File: src/rtl/seg_scan_scheduler.sv
// rtl/seg_scan_scheduler.sv - 4-digit 7-segment scan scheduler with blank gap and frame-synchronous load
// Optional duty control: define SEG_BRIGHTNESS_EN.

module seg_scan_scheduler #(
    parameter int DWELL_CYCLES = 50000,
    parameter int BLANK_CYCLES = 500,
    parameter int CNT_W        = 16
) (
    input  logic        clk,
    input  logic        rst_n,
    input  logic        enable,
    input  logic [27:0] seg_in,
    input  logic        load,
    output logic        load_ack,
    input  logic [2:0]  brightness,
    output logic [6:0]  seg_out,
    output logic [3:0]  digit_en,
    output logic        frame_start
);

    typedef enum logic [1:0] {IDLE, BLANK, DRIVE} state_t;

    localparam logic [CNT_W-1:0] DWELL_LAST = CNT_W'(DWELL_CYCLES - 1);
    localparam logic [CNT_W-1:0] BLANK_LAST = (BLANK_CYCLES == 0) ? '0 : CNT_W'(BLANK_CYCLES - 1);

    state_t           state, nxt_state;
    logic [1:0]       idx, nxt_idx;
    logic [CNT_W-1:0] cnt, nxt_cnt;
    logic [27:0]      staging, shadow, nxt_shadow;
    logic             pending;
    logic             boundary, transfer, drive_on;
    logic [6:0]       nxt_seg;

    always_comb begin
        nxt_state = state;
        nxt_idx   = idx;
        nxt_cnt   = cnt + 1'b1;
        boundary  = 1'b0;
        if (!enable) begin
            nxt_state = IDLE;
            nxt_idx   = 2'd0;
            nxt_cnt   = '0;
        end else begin
            case (state)
                IDLE: begin
                    boundary  = 1'b1;
                    nxt_idx   = 2'd0;
                    nxt_cnt   = '0;
                    nxt_state = (BLANK_CYCLES == 0) ? DRIVE : BLANK;
                end
                BLANK: begin
                    if (cnt == BLANK_LAST) begin
                        nxt_state = DRIVE;
                        nxt_cnt   = '0;
                    end
                end
                DRIVE: begin
                    if (cnt == DWELL_LAST) begin
                        nxt_idx   = idx + 1'b1;
                        nxt_cnt   = '0;
                        boundary  = (idx == 2'd3);
                        nxt_state = (BLANK_CYCLES == 0) ? DRIVE : BLANK;
                    end
                end
                default: begin
                    nxt_state = IDLE;
                    nxt_idx   = 2'd0;
                    nxt_cnt   = '0;
                end
            endcase
        end
        // A blanked display still takes new data so it is current on re-enable.
        transfer   = pending && (boundary || (state == IDLE));
        nxt_shadow = transfer ? staging : shadow;
        nxt_seg    = nxt_shadow[nxt_idx*7 +: 7];
    end

`ifdef SEG_BRIGHTNESS_EN
    logic [2:0]       bright_q, nxt_bright;
    logic [CNT_W+3:0] on_prod;

    always_comb begin
        nxt_bright = boundary ? brightness : bright_q;
        on_prod    = ({{(CNT_W+1){1'b0}}, nxt_bright} + 1'b1) * (CNT_W+4)'(DWELL_CYCLES);
        drive_on   = ({4'b0000, nxt_cnt} < (on_prod >> 3));
    end

    always_ff @(posedge clk or negedge rst_n) begin
        if (!rst_n) bright_q <= 3'd0;
        else        bright_q <= nxt_bright;
    end
`else
    logic unused_brightness;
    assign unused_brightness = ^brightness;
    assign drive_on = 1'b1;
`endif

    always_ff @(posedge clk or negedge rst_n) begin
        if (!rst_n) begin
            state       <= IDLE;
            idx         <= 2'd0;
            cnt         <= '0;
            staging     <= '0;
            shadow      <= '0;
            pending     <= 1'b0;
            seg_out     <= '0;
            digit_en    <= '0;
            load_ack    <= 1'b0;
            frame_start <= 1'b0;
        end else begin
            state       <= nxt_state;
            idx         <= nxt_idx;
            cnt         <= nxt_cnt;
            shadow      <= nxt_shadow;
            // A load coinciding with a transfer stays pending for the next frame.
            pending     <= load | (pending & ~transfer);
            if (load) staging <= seg_in;
            load_ack    <= transfer;
            frame_start <= boundary;
            if (nxt_state == DRIVE && drive_on) begin
                digit_en <= 4'b0001 << nxt_idx;
                seg_out  <= nxt_seg;
            end else begin
                digit_en <= 4'b0000;
                seg_out  <= 7'd0;
            end
        end
    end

endmodule
File: config.mk
export PLATFORM = sky130hd
export DESIGN_NAME = seg_scan_scheduler
export DESIGN_NICKNAME = d
export VERILOG_FILES = /design/src/rtl/seg_scan_scheduler.sv
export SDC_FILE = /design/constraint.sdc
export NUM_CORES = 1
export LEC_CHECK = 0
export BUFFER_PORTS_ARGS = -buffer_cell sky130_fd_sc_hd__buf_4
export CAP_MARGIN = 30
export CORE_MARGIN = 5
export CORE_UTILIZATION = 57
export CTS_CLUSTER_SIZE = 10
export DETAILED_ROUTE_END_ITERATION = 6
export GPL_TIMING_DRIVEN = 0
export PLACE_DENSITY = 0.84
export SLEW_MARGIN = 25
export SYNTH_ARGS = -nofsm -noshare
export SYNTH_HDL_FRONTEND = slang
export SYNTH_SLANG_ARGS = --single-unit
export TNS_END_PERCENT = 1
File: constraint.sdc
create_clock -name clk -period 3.15 [get_ports clk]
set_input_delay 0 -clock clk [delete_from_list [all_inputs] [get_ports clk]]
set_output_delay 0 -clock clk [all_outputs]
set_load 0.02 [all_outputs]
==> results.md <==
- Status: finished, final reports clean
- RePlAce Congestion: 0.850
- Placeable core region: 6720 µm²
- Number of global-route vias before repair: 2,742
- Slew of the pin with the lowest slew margin: 795 ps
- Syn_nets: 345
- Largest net degree at the start of global routing: 91
- Total CTS buffers: 9
- Required time reported for the critical path endpoint: 3410 ps
- Internal power contribution: 1.83 mW
- Total clock sinks: 90
- Chip height: 92.6 µm
- Top Usage Layer GRT: met2
- Via count: 2,611
- Global-route wire length before repair: 13,500 µm
- Commonest non-fill, non-tap cell in the layout: sky130_fd_sc_hd__dfrtp_1
- Global-route usage over all layers: 0.202
- Remaining DRCs: 0
- Final layout net count: 429
- Net load switching power: 0.620 mW
- Normalized max-slew margin: 0.470
- HP Class: in2reg
- Synthesized instance count: 304
- Buffers inserted by post-CTS timing repair: 0
- Number of max-slew violations in the final report: 0
- Top library cells by usage in the layout, fill and taps aside: sky130_fd_sc_hd__dfrtp_1 (90), sky130_fd_sc_hd__buf_4 (43), sky130_fd_sc_hd__mux2_2 (42), sky130_fd_sc_hd__dlygate4sd3_1 (30), sky130_fd_sc_hd__nor2_1 (23)
- Largest fanout of any net on the critical path: 10
- Power density normalized to cell area: 508 nW/µm²
- Library cells used by synthesis: 43
- Netlist area before placement: 3890 µm²
- Total number of yosys warnings: 0
- Setup Crit Path Kind: reg2reg
- Mean instance size in the synthesized netlist: 12.8 µm²
- Clk Latency, worst-skew pair: 360 ps
- Avg Vias per Cell: 5.52
- Root cell of the clock tree: sky130_fd_sc_hd__clkbuf_8
- Setup Viol. Count Final: 0
- Tot Pwr: 2.45 mW
- Fraction of power consumed by combinational cells: 0.134
- Clock slew at reported path FFs: 100 ps
- Setup repair after global routing missed its margin: no
- Number of iterations in the first detailed-routing pass: 4
- Met2 track utilization from global routing: 0.329
- Layout Area Growth over Synthesis: 23.9%
- Endpoint arrival time on the critical path: 2890 ps
- Half-perimeter wire length after detailed placement: 5170 µm
- Maximum VDD drop: 0.360 mV
- Die outline area: 8580 µm²
- Detailed Route Iter0 Violations: 94
- Worst Clk Skew: 15.9 ps
- Proportion of synthesized chip area in sequential cells: 0.579
- Crit. End Element: register
- # rows: 30
- Initial core utilization: 0.579
- GRT Residual Overflow: 0
- Met3 global-route usage: 0.0333
- Maximum level of the CTS H-tree: 3
- Sum of negative setup slack: 0 ps
- Proportion of power drawn by flip-flops and latches: 0.538
- Number of fill cells: 451
- Synth Flop Type: sky130_fd_sc_hd__dfrtp_1
- Total Wirelength: 7920 µm
- Number of synthesized flops with an enable pin: 0
- Number of flip-flops and latches in the synthesized netlist: 90
- ANT nets after route: 0
- Max-capacitance violation count: 0
- Clock network power share: 0.328
- Die width: 92.6 µm
- Core occupancy in the finished layout: 0.717
- Switching share of power: 0.253
- PortBufs: 43
- M1 GR Usage: 0.269
- Antenna violations before repair: 0
- Post-cts hold buffer count: 30
- Async set-reset flop share out of synthesis: 1.00
- Post-layout minimum cycle time: 2630 ps
- Max Clk Rate: 380 MHz
- Number of buffers on the longest clock path: 2
- Gates resized, CTS repair: 0
- Share of the clock period used by the worst path after layout: 0.836
- Detailed-route wire length per cell: 16.7 µm
- Fraction of final layout cells with drive strength greater than 1: 0.282
- Number of antenna cells inserted: 0
- Startpoint class of the critical path: register
- Final count of hold timing violations: 0
- Top-level port count: 48
- Reported leakage power: 2.25 nW
- TritonCTS clock tree: done
[routing by layer]
layer,part of all wire,up-vias
met2,0.49,58
met5,0,-
li1,-,1223
met3,0.037,14
met1,0.45,1316
met4,0.022,0
[per-stage QoR]
step | instances | setup slack (ps) | area [µm²] | hold slack (ps)
after global placement | 427 | 547 | 4310 | 233
after global routing | 473 | 349 | 4820 | 263
final | 473 | 518 | 4820 | 247
after floorplan | 304 | 790 | 3890 | -296
after detailed placement | 427 | 520 | 4320 | 119
after CTS | 473 | 511 | 4820 | 233
[synthesized netlist by cell type, types with 2 or more instances]
master	n	area share
sky130_fd_sc_hd__o21a_1	8	0.015
sky130_fd_sc_hd__dfrtp_1	90	0.58
sky130_fd_sc_hd__inv_1	21	0.020
sky130_fd_sc_hd__a32o_1	7	0.018
sky130_fd_sc_hd__mux2_2	42	0.12
sky130_fd_sc_hd__nor2_1	23	0.022
sky130_fd_sc_hd__o22ai_1	7	0.011
sky130_fd_sc_hd__ha_1	6	0.019
sky130_fd_sc_hd__a21o_1	2	0.0039
sky130_fd_sc_hd__xor2_1	7	0.016
sky130_fd_sc_hd__clkbuf_1	6	0.0058
sky130_fd_sc_hd__nand2_1	16	0.015
sky130_fd_sc_hd__mux2i_1	15	0.039
sky130_fd_sc_hd__and2_1	2	0.0032
sky130_fd_sc_hd__and3_1	11	0.018
sky130_fd_sc_hd__nand3_1	7	0.0090
sky130_fd_sc_hd__a21oi_1	2	0.0026
sky130_fd_sc_hd__xnor2_1	7	0.016
[path summary, 6_finish.rpt]
check | depth (start not counted) | slack [ps] | startpoint | endpoint
worst max-delay path | 9 | 520 | cnt[0] | seg_out[1]
worst min-delay path | 2 | 250 | load | staging[2]
worst max register to register | 9 | 520 | cnt[0] | seg_out[1]
worst min register to register | 1 | 460 | cnt[0] | cnt[0]
max in group asynchronous | 2 | 2340 | rst_n | digit_en[0]
min in group asynchronous | 2 | 270 | rst_n | staging[18]
[power by group through the flow]
stage	logic, mW	registers, mW	clock network (mW)
6_report	0.328	1.32	0.802
5_1_grt	0.363	1.33	0.854
4_1_cts	0.328	1.32	0.809
3_5_place_dp	0.296	1.34	0
3_3_place_gp	0.284	1.33	0
2_1_floorplan	0.199	1.32	0
[state kept, by name (all words and copies together), names as in the netlist]
name and flops:
idx 2, staging 28, seg_out 7, shadow 28, state 2, pending 1
cnt 16, frame_start 1, digit_en 4, load_ack 1
[worst max-delay path, stage by stage, from the launching register on]
cell	delay, ps
sky130_fd_sc_hd__dfrtp_1	370
sky130_fd_sc_hd__ha_1	210
sky130_fd_sc_hd__and3_1	180
sky130_fd_sc_hd__clkbuf_2	210
sky130_fd_sc_hd__nand4_4	180
sky130_fd_sc_hd__o31ai_4	330
sky130_fd_sc_hd__buf_4	240
sky130_fd_sc_hd__mux2_2	370
sky130_fd_sc_hd__a32o_1	280
sky130_fd_sc_hd__o21a_1	180
[kinds of logic after synthesis]
| group | Yosys count | synth area share |
|---|---|---|
| compound gates | 35 | 0.0743 |
| xor+xnor | 14 | 0.0315 |
| fa+ha+maj | 6 | 0.0193 |
| buf+inv | 33 | 0.0396 |
| flops | 90 | 0.579 |
| mux | 57 | 0.160 |
| simple gates | 69 | 0.0962 |
[final cells by class]
type | count | area [µm²] | share of cell area
buffer | 12 | 75.1 | 0.0156
tap | 80 | 100 | 0.0208
sequential | 90 | 2250 | 0.467
clock buffer | 10 | 128 | 0.0265
inverter | 21 | 78.8 | 0.0164
clock inverter | 6 | 73.8 | 0.0153
multi-input combinational | 181 | 1480 | 0.308
timing repair buffer | 73 | 627 | 0.130
(Power assumes the default switching activity.)
